--- config.mk ---
export PLATFORM = sky130hd
export DESIGN_NAME = io_bus_ctrl
export DESIGN_NICKNAME = d
export VERILOG_FILES = /design/src/rtl/io_bus_ctrl.sv
export SDC_FILE = /design/constraint.sdc
export NUM_CORES = 1
export LEC_CHECK = 0
export BUFFER_PORTS_ARGS = -buffer_cell sky130_fd_sc_hd__buf_2
export CORE_AREA = 2 2 161 163
export CTS_BUF_LIST = sky130_fd_sc_hd__clkbuf_2
export DETAILED_ROUTE_END_ITERATION = 7
export DIE_AREA = 0 0 163 165
export PLACE_DENSITY = 0.57
export SYNTH_ARGS = -nofsm -noshare
export SYNTH_HDL_FRONTEND = slang
export SYNTH_SLANG_ARGS = --single-unit
--- constraint.sdc ---
create_clock -name CLK -period 2.05 [get_ports CLK]
set_clock_uncertainty 0.2 [all_clocks]
set_input_delay 0.1025 -clock CLK [delete_from_list [all_inputs] [get_ports CLK]]
set_output_delay 0.1025 -clock CLK [all_outputs]
set_load 0.05 [all_outputs]
--- src/rtl/io_bus_ctrl.sv ---
// CPU IO bus controller: decodes IO accesses onto N_SLAVES channels with
// per-slave wait states (ack handshake), access timeout and error counting.
module io_bus_ctrl #(
  parameter int                  ADDR_W    = 14,
  parameter int                  N_SLAVES  = 8,
  parameter int                  SEL_LSB   = 4,
  parameter int                  SEL_W     = 3,
  parameter logic [N_SLAVES-1:0] FIXED_ACK = {N_SLAVES{1'b1}},
  parameter int                  TIMEOUT   = 16
) (
  input  logic                   CLK,
  input  logic                   RESET,
  input  logic                   DBE,
  input  logic                   IO_REQ,
  input  logic                   IO_WE,
  input  logic                   IO_RE,
  input  logic [ADDR_W-1:0]      IO_ADDR,
  input  logic [31:0]            IO_WD,
  output logic [31:0]            IO_RD,
  output logic                   IO_STALL,
  output logic                   IO_ERR,
  output logic [7:0]             ERR_CNT,
  output logic [N_SLAVES-1:0]    SL_SEL,
  output logic [N_SLAVES-1:0]    SL_WE,
  output logic [N_SLAVES-1:0]    SL_RE,
  output logic [SEL_LSB-1:0]     SL_A,
  output logic [31:0]            SL_WD,
  input  logic [N_SLAVES*32-1:0] SL_RD,
  input  logic [N_SLAVES-1:0]    SL_ACK
);

  typedef enum logic [1:0] {IDLE, ACCESS, DONE} state_t;

  localparam int CNT_W = $clog2(TIMEOUT + 1);

  state_t            state;
  logic [SEL_W-1:0]  idx;
  logic              is_read;
  logic [CNT_W-1:0]  tmo_cnt;

  logic              accept;
  logic [SEL_W-1:0]  req_idx;
  logic [N_SLAVES-1:0] req_onehot;
  logic              cur_mapped;
  logic              cur_ack;
  logic [31:0]       cur_rd;

  assign accept   = (state == IDLE) && IO_REQ && !DBE && (IO_WE || IO_RE);
  assign IO_STALL = accept || (state == ACCESS);
  assign req_idx  = IO_ADDR[SEL_LSB+SEL_W-1:SEL_LSB];

  // Address bits above the select field are mirrored, hence deliberately unused.
  generate
    if (ADDR_W > SEL_LSB + SEL_W) begin : g_mirror
      logic unused_high;
      assign unused_high = ^IO_ADDR[ADDR_W-1:SEL_LSB+SEL_W];
    end
  endgenerate

  // Decode of the incoming request and of the captured slave index. An index
  // with no matching channel leaves cur_mapped low, which marks it unmapped.
  always_comb begin
    // NOTE: every output of a combinational block gets a default first so no
    // path leaves it unassigned, which would otherwise infer a latch.
    req_onehot = '0;
    cur_mapped = 1'b0;
    cur_ack    = 1'b0;
    cur_rd     = '0;
    for (int i = 0; i < N_SLAVES; i++) begin
      if (req_idx == SEL_W'(i)) req_onehot[i] = 1'b1;
      if (idx == SEL_W'(i)) begin
        cur_mapped = 1'b1;
        cur_ack    = FIXED_ACK[i] | SL_ACK[i];
        cur_rd     = SL_RD[32*i +: 32];
      end
    end
  end

  // NOTE: all state here uses non-blocking assignments so every register
  // samples pre-edge values regardless of statement order.
  always_ff @(posedge CLK) begin
    if (RESET) begin
      state   <= IDLE;
      idx     <= '0;
      is_read <= 1'b0;
      tmo_cnt <= '0;
      IO_RD   <= '0;
      IO_ERR  <= 1'b0;
      ERR_CNT <= '0;
      SL_SEL  <= '0;
      SL_WE   <= '0;
      SL_RE   <= '0;
      SL_A    <= '0;
      SL_WD   <= '0;
    end else begin
      SL_WE <= '0;
      SL_RE <= '0;
      case (state)
        IDLE: begin
          if (accept) begin
            state   <= ACCESS;
            idx     <= req_idx;
            is_read <= !IO_WE;
            tmo_cnt <= '0;
            SL_A    <= IO_ADDR[SEL_LSB-1:0];
            SL_WD   <= IO_WD;
            SL_SEL  <= req_onehot;
            // Write wins over read; strobes fire once in the first ACCESS cycle.
            if (IO_WE) SL_WE <= req_onehot;
            else       SL_RE <= req_onehot;
          end
        end
        ACCESS: begin
          if (cur_mapped && cur_ack) begin
            state  <= DONE;
            SL_SEL <= '0;
            IO_ERR <= 1'b0;
            if (is_read) IO_RD <= cur_rd;
          end else if (!cur_mapped || tmo_cnt == CNT_W'(TIMEOUT - 1)) begin
            state  <= DONE;
            SL_SEL <= '0;
            IO_ERR <= 1'b1;
            IO_RD  <= '0;
            if (ERR_CNT != 8'hFF) ERR_CNT <= ERR_CNT + 8'd1;
          end else begin
            tmo_cnt <= tmo_cnt + CNT_W'(1);
          end
        end
        DONE: begin
          state  <= IDLE;
          IO_ERR <= 1'b0;
        end
        default: state <= IDLE;
      endcase
    end
  end

endmodule

==> results.json, run 1 <==
{
  "synthArstFlopShare_pct": 0,
  "die_width_um": 163,
  "ctsHtreeMaxLevel": 3,
  "finalWeightedCongestion": 0.8206,
  "synth_edf_count": 0,
  "error": "[ERROR RSZ-0060] Max buffer count reached.",
  "numClockSinks": 107,
  "synth_seq_area_share_pct": 30.93,
  "cts_root_buf": "clkbuf_2",
  "start_util_pct": 27.66,
  "yosysWarnings": 0,
  "design.portCount": 418,
  "ys_types": 47,
  "cts_setup_buffers": 4,
  "lastStage": "clock tree synthesis (4_1_cts)",
  "numCtsBuffers": 9,
  "syn-num-nets": 1104,
  "ys_ff_latch": 107,
  "synthCells": 785,
  "synth_flop_cell": "dfxtp_1",
  "syn_area_per_cell_um2": 8.822,
  "port_buffers": 402,
  "status": "did not finish",
  "cts_resized": 14,
  "synth_area_mm2": 0.006925,
  "postCtsHoldBufs": 300,
  "dp_hpwl_um": 20000,
  "clock_path_buffers": 2,
  "dieHeight_um": 165,
  "rows": 58
}
[cell families after synthesis]
family / synth area share (%)
fa+ha+maj: 0.5421
simple gates: 34.58
flops: 30.93
buf+inv: 7.660
mux: 10.12
compound gates: 16.17
[cells in the mapped netlist, drive strengths merged, types with 20 or more instances]
| cell type | count | area [um^2] |
|---|---|---|
| clkbuf | 39 | 153.9 |
| a21oi | 59 | 295.3 |
| o22a | 22 | 192.7 |
| nand4b | 22 | 192.7 |
| nor4bb | 20 | 206.5 |
| and4b | 22 | 220.2 |
| nand2 | 114 | 427.9 |
| mux2 | 24 | 270.3 |
| nor2 | 55 | 209.0 |
| and4bb | 24 | 304.0 |
| buf | 46 | 320.3 |
| nor4 | 22 | 376.6 |
| mux2i | 43 | 430.4 |
| o221ai | 22 | 192.7 |
| nand3 | 23 | 115.1 |
| dfxtp | 107 | 2142 |
[per-stage QoR]
stage	util, %	hold WS (ns)	cells	setup WS (ns)	cell area (um^2)
after floorplan	-	-0.0008886	785	0.1209	6925
after detailed placement	37.57	0.1479	1476	0.1614	9407
after global placement	37.57	0.1439	1476	0.2007	9407
==> run 2: changes to the inputs <==
Settings changed: CTS_BUF_LIST sky130_fd_sc_hd__clkbuf_2 to default, PLACE_DENSITY 0.57 to default, PLACE_DENSITY_LB_ADDON from default to 0.15.
==> run 2 against run 1 <==
The run now ends clean. Synthesized cell count stayed put. Area after synthesis stayed put.
==> results.json, run 2 <==
{
  "timing.final.crit_period_ns": 1.976,
  "worst_slack_ns": 0.07448,
  "leakage_nw": 5.021,
  "grt_first_pass_wirelength_um": 42940,
  "path_clk_slew_ns": 0.09,
  "tritoncts": "done",
  "regToRegStartpoint": "idx[1]$_SDFFE_PP0P_",
  "fin_nets": 1661,
  "p_seq_share_pct": 34.3,
  "crit_arrival_ns": 1.67,
  "startpoint_type": "flip-flop",
  "max_freq_ghz": 0.5062,
  "drt_wl_total_um": 29170,
  "antenna_found_initial": 8,
  "timing.max_cap.violations": 0,
  "largest_registers": "IO_RD (32), SL_WD (32)",
  "globalRouteOverflowTotal": 0,
  "synth_flop_cell": "dfxtp_1",
  "worst_slew_pin_slew_ns": 0.6025,
  "clock_path_buffers": 2,
  "period_share_pct": 96.37,
  "numCtsBuffers": 9,
  "grt_pass1_vias": 8149,
  "grt_max_degree": 81,
  "dieHeight_um": 165,
  "end_kind": "output port",
  "vias": 8175,
  "syn-num-nets": 1104,
  "critPathMaxFanout": 4,
  "synth_seq_area_share_pct": 30.93,
  "pwr-share-comb_pct": 36.3,
  "numClockSinks": 107,
  "design.portCount": 418,
  "firstDrtPassIters": 5,
  "timing_worst_setup_path_type": "reg -> out",
  "status": "complete, no violations",
  "intPower_mw": 4.185,
  "synth_area_leaders": "dfxtp_1 31%, mux2i_1 6.2%, nand2_1 6.2%, a21oi_1 4.3%, and4bb_2 4.2%",
  "ctsHtreeMaxLevel": 3,
  "yosysWarnings": 0,
  "hp-start": "SL_RD[237]",
  "rows": 58,
  "drt-initial-drc-count": 543,
  "cp_data_required_time_ns": 1.75,
  "layout_commonest_cell": "buf_2",
  "dp_hpwl_um": 20240,
  "die_width_um": 163,
  "start_util_pct": 27.66,
  "ys_ff_latch": 107,
  "power_switching_mw": 2.389,
  "layout-drive-gt1-share_pct": 41.05,
  "wl_per_cell_um": 17.28,
  "relSlewSlack_pct": 59.83,
  "hold_path.class": "in -> reg",
  "finalHoldViolCount": 0,
  "yosysTopAreaCell": "dfxtp_1",
  "area_growth_pct": 67.71,
  "grt_usage_pct": 20.29,
  "switching_share_pct": 36.34,
  "synth_area_mm2": 0.006925,
  "final_cell_mix": "401 x buf_2, 178 x dlygate4sd3_1, 113 x nand2_1, 103 x dfxtp_1, 58 x a21oi_1",
  "ys_types": 47,
  "cts_root_buf": "clkbuf_16",
  "synthArstFlopShare_pct": 0,
  "drc_errors": 0,
  "synth_edf_count": 0,
  "fill_cells": 2451,
  "rsz0062_at_grt": "yes",
  "crit_path_start": "state[1]$_SDFFE_PP0P_",
  "power.clock.fraction_pct": 29.4,
  "yosys-top-cells-count": "114 x nand2_1, 107 x dfxtp_1, 59 x a21oi_1",
  "ant_nets": 0,
  "synthCells": 785,
  "port_buffers": 402,
  "vias_per_cell": 4.843,
  "setup-violations-final": 0,
  "vdd_drop_max_uv": 453.5,
  "die_area_mm2": 0.02690,
  "clkLatencyLatePin_ns": 0.36,
  "finalWeightedCongestion": 0.8643,
  "power.density_mw_per_mm2": 566.0,
  "synthMostInstantiatedCell": "nand2_1",
  "pre_cts_slack_ns": 0.09595,
  "synth_top_area_share_pct": 30.93,
  "drv_slew": 0,
  "core_area_mm2": 0.02504,
  "syn_area_per_cell_um2": 8.822,
  "finalPower_mw": 6.574
}
==> run 2: worst paths after layout <==
path         slack [ns]  cells past startpoint                     end
max                0.07                      8                IO_STALL
min               0.008                      4  IO_RD[13]$_SDFFE_PP0P_
max reg2reg        0.12                      5  IO_RD[16]$_SDFFE_PP0P_
min reg2reg        0.25                      2   IO_RD[2]$_SDFFE_PP0P_
==> run 2: timing repair <==
item	CTS	global route
hold buffers	178	0
pin swaps	1	0
endpoints found under the setup margin	1	14
resized for setup	8	2
cloned	0	0
buffers inserted	2	5
hold endpoints to repair	96	0
==> run 2: area by class of cell <==
cell class | instances | area (um^2) | share of cell area (%)
antenna | 11 | 27.53 | 0.2370
clock buffer | 9 | 225.2 | 1.939
clock inverter | 7 | 98.84 | 0.8510
inverter | 15 | 56.30 | 0.4848
multi-input combinational | 578 | 4297 | 36.99
sequential | 107 | 2155 | 18.55
tap | 330 | 412.9 | 3.555
timing repair buffer | 631 | 4343 | 37.39
==> run 2: cell families (layout without fill, tap and decap cells) <==
| family | Yosys count | in the layout | share of synthesized area [%] |
|---|---|---|---|
| AOI/OAI and AO/OA | 157 | 157 | 16.17 |
| and+or+nand+nor | 351 | 351 | 34.58 |
| muxes | 67 | 67 | 10.12 |
| adders and majority gates | 3 | 3 | 0.5421 |
| other | 0 | 11 | 0 |
| buffers and inverters | 100 | 662 | 7.660 |
| DFF | 107 | 107 | 30.93 |
==> run 2: layer usage <==
metal | vias up | routed length, um | track usage, %
met5 | - | 0 | 0
met4 | 0 | 782 | 9.614
met3 | 52 | 2112 | 4.922
met2 | 322 | 14300 | 35.03
li1 | 4039 | - | -
met1 | 3762 | 11970 | 23.64
==> run 2: metrics by stage <==
step | cell area (um^2) | TNS [ns] | instances | util [%] | hold slack [ns]
floorplan | 6925 | 0 | 785 | - | -0.0008886
global placement | 9369 | 0 | 1476 | 37.42 | 0.1435
detailed placement | 9369 | 0 | 1476 | 37.42 | 0.1496
CTS | 11520 | 0 | 1672 | 46.02 | 0.001083
global route | 11610 | -0.01371 | 1685 | 46.36 | 0.01829
finish | 11610 | 0 | 1688 | 46.39 | 0.008364
==> run 2: critical path, stage by stage (launching register included) <==
cell and delay, ns:
dfxtp_2 0.33, inv_1 0.05, buf_4 0.14, ha_4 0.16
and3b_2 0.22, o21ai_4 0.08, buf_6 0.12, nand2_2 0.05
buf_6 0.16
==> run 2: power by group through the flow <==
| stage | combinational (mW) | sequential (mW) | clock [mW] |
|---|---|---|---|
| floorplan | 1.01 | 2.58 | 0 |
| global placement | 2.04 | 2.31 | 0 |
| detailed placement | 2.04 | 2.31 | 0 |
| CTS | 2.37 | 2.26 | 2.01 |
| global route | 2.58 | 2.27 | 2.07 |
| finish | 2.39 | 2.26 | 1.93 |
Note: power is estimated with default switching activity, not from simulation.
==> run 3: changes to the inputs <==
Settings changed: ABC_AREA from default to 1.
==> run 3 against run 2 <==
The flow now finishes with violations (negative hold slack). Maximum frequency up 6.5%. Register-to-register slack better by 0.07 ns. Critical path depth unchanged. Critical path type is now reg -> reg. Critical endpoint is now IO_RD[27]$_SDFFE_PP0P_.
==> results.json, run 3 <==
{
  "status": "finished, violations left",
  "violations": "negative hold slack",
  "die_area_mm2": 0.02690,
  "cts_setup_buffers": 0,
  "synth_top_area_share_pct": 36.71,
  "port_buffers": 402,
  "numClockSinks": 107,
  "power.density_mw_per_mm2": 697.2,
  "timing.final.crit_period_ns": 1.856,
  "period_share_pct": 90.52,
  "stdcell_count": 1785,
  "antenna_found_initial": 0,
  "cts_root_buf": "clkbuf_16",
  "core_area_mm2": 0.02504,
  "synth_area_leaders": "dfxtp_1 37%, nor2_1 11%, nand2_1 10%, nand4_1 9.7%, a21oi_1 9.4%",
  "critPathMaxFanout": 20,
  "rows": 58,
  "largest_registers": "IO_RD (32), SL_WD (32)",
  "holdPathEnd": "IO_RD[29]$_SDFFE_PP0P_",
  "hp-start": "SL_RD[221]",
  "synthCells": 928,
  "tritoncts": "done",
  "synth_flop_cell": "dfxtp_1",
  "die_width_um": 163,
  "grt_first_pass_wirelength_um": 42770,
  "synth_seq_area_share_pct": 36.71,
  "regToRegStartpoint": "idx[0]$_SDFFE_PP0P_",
  "clock_path_buffers": 2,
  "timing_worst_setup_path_type": "reg -> reg",
  "r2r_end": "IO_RD[27]$_SDFFE_PP0P_",
  "startpoint_type": "flip-flop",
  "leakage_nw": 5.015,
  "end_kind": "flip-flop",
  "vias_per_cell": 4.596,
  "drc_errors": 0,
  "synthArstFlopShare_pct": 0,
  "grt_max_degree": 65,
  "path_clk_slew_ns": 0.09,
  "rsz0062_at_grt": "no",
  "syn-num-nets": 1247,
  "min_path_cells": 5,
  "vdd_drop_max_uv": 414.7,
  "layout_commonest_cell": "buf_2",
  "hold_slack_ns": -0.002477,
  "grt_pass1_vias": 7984,
  "timing.max_cap.violations": 0,
  "area_growth_pct": 73.99,
  "synthMostInstantiatedCell": "nor2_1",
  "syn_area_per_cell_um2": 6.287,
  "yosys-top-cells-count": "166 x nor2_1, 160 x nand2_1, 109 x a21oi_1",
  "numCtsBuffers": 9,
  "synth_edf_count": 0,
  "grt_usage_pct": 20.33,
  "layout-drive-gt1-share_pct": 32.16,
  "final_util_pct": 40.54,
  "ys_ff_latch": 107,
  "drt_wl_total_um": 28960,
  "ctsHtreeMaxLevel": 3,
  "ff2ff_path_depth": 8,
  "fin_nets": 1769,
  "ys_types": 18,
  "relSlewSlack_pct": 60.34,
  "num_antenna_cells": 0,
  "fill_cells": 2657,
  "wl_per_cell_um": 16.22,
  "setup-violations-final": 0,
  "finalHoldViolCount": 3,
  "worst_slew_pin_slew_ns": 0.5948,
  "yosysTopAreaCell": "dfxtp_1",
  "globalRouteOverflowTotal": 0,
  "hold_path.class": "in -> reg",
  "yosysWarnings": 0,
  "synth_area_mm2": 0.005834,
  "design.portCount": 418,
  "clkLatencyLatePin_ns": 0.35,
  "vias": 8204,
  "firstDrtPassIters": 5,
  "r2r_slack_ns": 0.19,
  "final_cell_mix": "401 x buf_2, 165 x nor2_1, 157 x nand2_1, 146 x dlygate4sd3_1, 109 x a21oi_1",
  "ant_nets": 0,
  "cp_data_required_time_ns": 2.14,
  "place_inst": 1623,
  "finalSetupTns_ns": 0,
  "max_freq_ghz": 0.5389,
  "drv_slew": 0,
  "dp_hpwl_um": 20930,
  "drt-initial-drc-count": 502,
  "finalWeightedCongestion": 0.8555,
  "start_util_pct": 23.30,
  "crit_arrival_ns": 1.95,
  "dieHeight_um": 165
}
[run 3: layout make-up]
class | instances | area, um^2 | share of cell area (%)
clock inverters | 7 | 81.33 | 0.8012
multi-input cells | 653 | 3060 | 30.15
clock buffers | 9 | 225.2 | 2.219
inverters | 97 | 366.6 | 3.611
flip-flops and latches | 107 | 2145 | 21.13
well taps | 330 | 412.9 | 4.068
repair buffers | 582 | 3860 | 38.03
[run 3: worst max-delay path by stage]
stage,to,start,cells after the start
after global placement,IO_RD[27]$_SDFFE_PP0P_,idx[2]$_SDFFE_PP0P_,8
after detailed placement,IO_RD[27]$_SDFFE_PP0P_,idx[2]$_SDFFE_PP0P_,8
after CTS,IO_RD[27]$_SDFFE_PP0P_,idx[2]$_SDFFE_PP0P_,8
final,IO_RD[27]$_SDFFE_PP0P_,idx[0]$_SDFFE_PP0P_,8
after global routing,IO_RD[4]$_SDFFE_PP0P_,idx[0]$_SDFFE_PP0P_,9
after floorplan,SL_SEL[3]$_SDFFE_PP0P_,state[0]$_SDFFE_PP0P_,10
[run 3: repair_timing]
action / in CTS / in global routing
setup endpoints to repair: 0 / 6
gates resized for setup: 0 / 4
hold buffers: 146 / 0
endpoints found under the hold margin: 90 / 0
[run 3: layer usage]
| metal | GRT usage (%) | wire, um | up-vias |
|---|---|---|---|
| li1 | - | - | 4107 |
| met1 | 23.30 | 11790 | 3699 |
| met2 | 36.69 | 14170 | 351 |
| met3 | 6.002 | 2415 | 47 |
| met4 | 5.632 | 582 | 0 |
| met5 | 0 | 0 | - |
[run 3: worst max-delay path, cell delays in order (launching register included)]
cell     delay (ns)
dfxtp_2        0.41
inv_2          0.12
buf_12         0.18
nor3_4         0.12
buf_4          0.26
nand2_1        0.07
nand4_1        0.22
nand2_1        0.08
a21oi_1        0.12
[run 3: power by group]
group / switching, mW / internal, mW
Sequential: 0.0940 / 2.25
Combinational: 1.83 / 1.08
Clock: 0.953 / 0.876
Total: 2.88 / 4.20
[run 3: through the flow]
stage / instance area, um^2 / worst slack, ns / power [mW]
2_1_floorplan: 5837 / 0.09363 / 4.061
3_3_place_gp: 8373 / 0.1150 / 5.068
3_5_place_dp: 8373 / 0.09601 / 5.077
4_1_cts: 10140 / 0.09440 / 7.175
5_1_grt: 10150 / 0.03214 / 7.537
6_report: 10150 / 0.1943 / 7.078
[run 3: logic make-up after synthesis]
kind of cell | Yosys count | share of synthesized area (%)
buffers and inverters | 168 | 11.37
DFF | 107 | 36.71
and+or+nand+nor | 495 | 37.85
adders and majority gates | 3 | 0.6434
AOI/OAI and AO/OA | 155 | 13.42
==> run 4: changes to the inputs <==
Clock period 2.05 ns to 2 ns, I/O delays scaled along.
==> run 4 against run 3 <==
The run still ends with negative hold slack left. Clock power rose by 3%. Design area rose by 1.2%. Register-to-register slack got worse by 0.07 ns. First-iteration DRC count fell by 11%. Critical path depth rose by 1. Sequential share of layout area fell by 0.24 points. Combinational power rose by 5%. Non-clock buffer count rose by 11. Hold slack got worse by 0.0040 ns. Via count fell by 0.27%. Die area did not move. Core utilization rose by 0.47 points. Critical path type unchanged. Largest power group unchanged. Highest routed layer unchanged.
==> results.json, run 4 (synthesized netlist as in run 3, its figures left out) <==
{
  "status": "finished, violations left",
  "violations": "negative hold slack",
  "leakage_nw": 5.073,
  "dr_wl_met2_um": 13770,
  "area_growth_pct": 76.02,
  "timing.max_cap.violations": 0,
  "final_cell_mix": "401 x buf_2, 165 x nor2_1, 158 x nand2_1, 147 x dlygate4sd3_1, 109 x a21oi_1",
  "end_kind": "flip-flop",
  "p_seq_share_pct": 32.7,
  "period_share_pct": 93.80,
  "layout_commonest_cell": "buf_2",
  "setup.worst_path.end": "IO_RD[1]$_SDFFE_PP0P_",
  "worst_slack_ns": 0.1241,
  "ctsHtreeMaxLevel": 3,
  "intPower_mw": 4.351,
  "timing_worst_setup_path_type": "reg -> reg",
  "crit_path_start": "idx[1]$_SDFFE_PP0P_",
  "die_area_mm2": 0.02690,
  "core_area_mm2": 0.02504,
  "drv_slew": 0,
  "register_area_mm2": 0.002145,
  "antenna_found_initial": 2,
  "slowest_delay_ns": 0.36,
  "fin_nets": 1780,
  "finalHoldViolCount": 2,
  "die_width_um": 163,
  "rsz0062_at_grt": "no",
  "finalWeightedCongestion": 0.8555,
  "drt-initial-drc-count": 447,
  "dp_hpwl_um": 21240,
  "hold_slack_ns": -0.006503,
  "max_freq_ghz": 0.5331,
  "cp_data_required_time_ns": 2.02,
  "largest_registers": "IO_RD (32), SL_WD (32)",
  "numClockSinks": 107,
  "design.portCount": 418,
  "pwr-share-comb_pct": 41.6,
  "path_clk_slew_ns": 0.08,
  "tritoncts": "done",
  "numCtsBuffers": 9,
  "clock_path_buffers": 2,
  "critPathMaxFanout": 21,
  "cp_slowest_cell": "dfxtp_2",
  "firstDrtPassIters": 5,
  "dieHeight_um": 165,
  "power.clock.fraction_pct": 25.7,
  "start_util_pct": 23.30,
  "switching_share_pct": 40.62,
  "clkLatencyLatePin_ns": 0.35,
  "startpoint_type": "flip-flop",
  "hold_path.class": "in -> reg",
  "drt_wl_total_um": 28900,
  "r2r_end": "IO_RD[1]$_SDFFE_PP0P_",
  "wl_met1_um": 11910,
  "power_switching_mw": 2.976,
  "setup-violations-final": 0,
  "regToRegStartpoint": "idx[1]$_SDFFE_PP0P_",
  "r2r_slack_ns": 0.12,
  "grt_usage_pct": 20.50,
  "cts_setup_buffers": 0,
  "fill_cells": 2649,
  "worst_slew_pin_slew_ns": 0.5646,
  "path_depth": 9,
  "vias": 8182,
  "grt_max_degree": 49,
  "routed.top_layer": "met4",
  "relSlewSlack_pct": 62.36,
  "wl_per_cell_um": 16.07,
  "port_buffers": 402,
  "multi_input_area_mm2": 0.003065,
  "vias_per_cell": 4.551,
  "cts_root_buf": "clkbuf_16",
  "crit_family": "simple AND/OR/NAND/NOR gates",
  "crit_arrival_ns": 1.89,
  "drc_errors": 0,
  "ant_nets": 0,
  "ff2ff_path_depth": 9,
  "cpMostUsedCell": "nand3_1",
  "grt_first_pass_wirelength_um": 42950,
  "rows": 58,
  "pre_cts_slack_ns": 0.007254,
  "power.density_mw_per_mm2": 713.5,
  "vdd_drop_max_uv": 478.1,
  "layout-drive-gt1-share_pct": 32.54,
  "hp-start": "IO_RE",
  "met3_length_um": 2264,
  "timing.final.crit_period_ns": 1.876,
  "finalSetupTns_ns": 0,
  "worst-path-buf-inv": 2,
  "critical_path.cell_chain": "buf_4 > nor2_2 > buf_12 > nand3_1 > nand3_1 > nor2_1 > nand4_1 > nand2_1 > a21oi_1",
  "globalRouteOverflowTotal": 0,
  "grt_pass1_vias": 8039
}
run 4: cell type report:
class | count | share of cell area [%]
Timing Repair Buffer | 593 | 38.54
Multi-Input combinational cell | 653 | 29.85
Sequential cell | 107 | 20.88
Tap cell | 330 | 4.020
Inverter | 97 | 3.594
Clock buffer | 9 | 2.193
Clock inverter | 7 | 0.8772
Antenna cell | 2 | 0.04873
run 4: repair_timing:
action | CTS | global route
setup endpoints to repair | 0 | 22
hold endpoints to repair | 90 | 0
resized for setup | 0 | 7
hold buffers | 147 | 0
run 4: power groups by stage:
stage	Combinational (mW)	Sequential [mW]	Clock, mW
final	3.05	2.40	1.88
after global placement	2.81	2.44	0
after CTS	3.05	2.40	1.97
after global routing	3.34	2.42	2.04
after detailed placement	2.81	2.44	0
after floorplan	1.21	2.95	0
run 4: worst min-delay path by stage:
stage | endpoint | slack (ns) | depth (start not counted)
floorplan | SL_A[0]$_SDFFE_PP0P_ | 0.07 | 2
global placement | SL_WD[6]$_SDFFE_PP0P_ | 0.15 | 3
detailed placement | SL_WD[18]$_SDFFE_PP0P_ | 0.16 | 3
CTS | IO_RD[9]$_SDFFE_PP0P_ | 0.005 | 7
global route | SL_WD[0]$_SDFFE_PP0P_ | 0.02 | 4
finish | SL_WD[0]$_SDFFE_PP0P_ | -0.007 | 4
run 4: metrics by stage:
step	power (mW)	std cells	cell area, um^2	util [%]
floorplan	4.162	928	5837	-
global placement	5.246	1633	8461	33.79
detailed placement	5.256	1633	8461	33.79
CTS	7.413	1796	10250	40.93
global route	7.799	1798	10270	41.02
finish	7.327	1798	10270	41.02
run 4: tightest hold or removal path, stage by stage:
cell     delay, ns
buf_2         0.10
o21ai_4       0.10
o21ai_0       0.16
nor2_1        0.04
run 4: routing by layer:
layer  track usage [%]  vias up
met1             23.74     3657
met2             35.90      348
li1                  -     4125
met5                 0        -
met4             8.488        0
met3             5.299       52
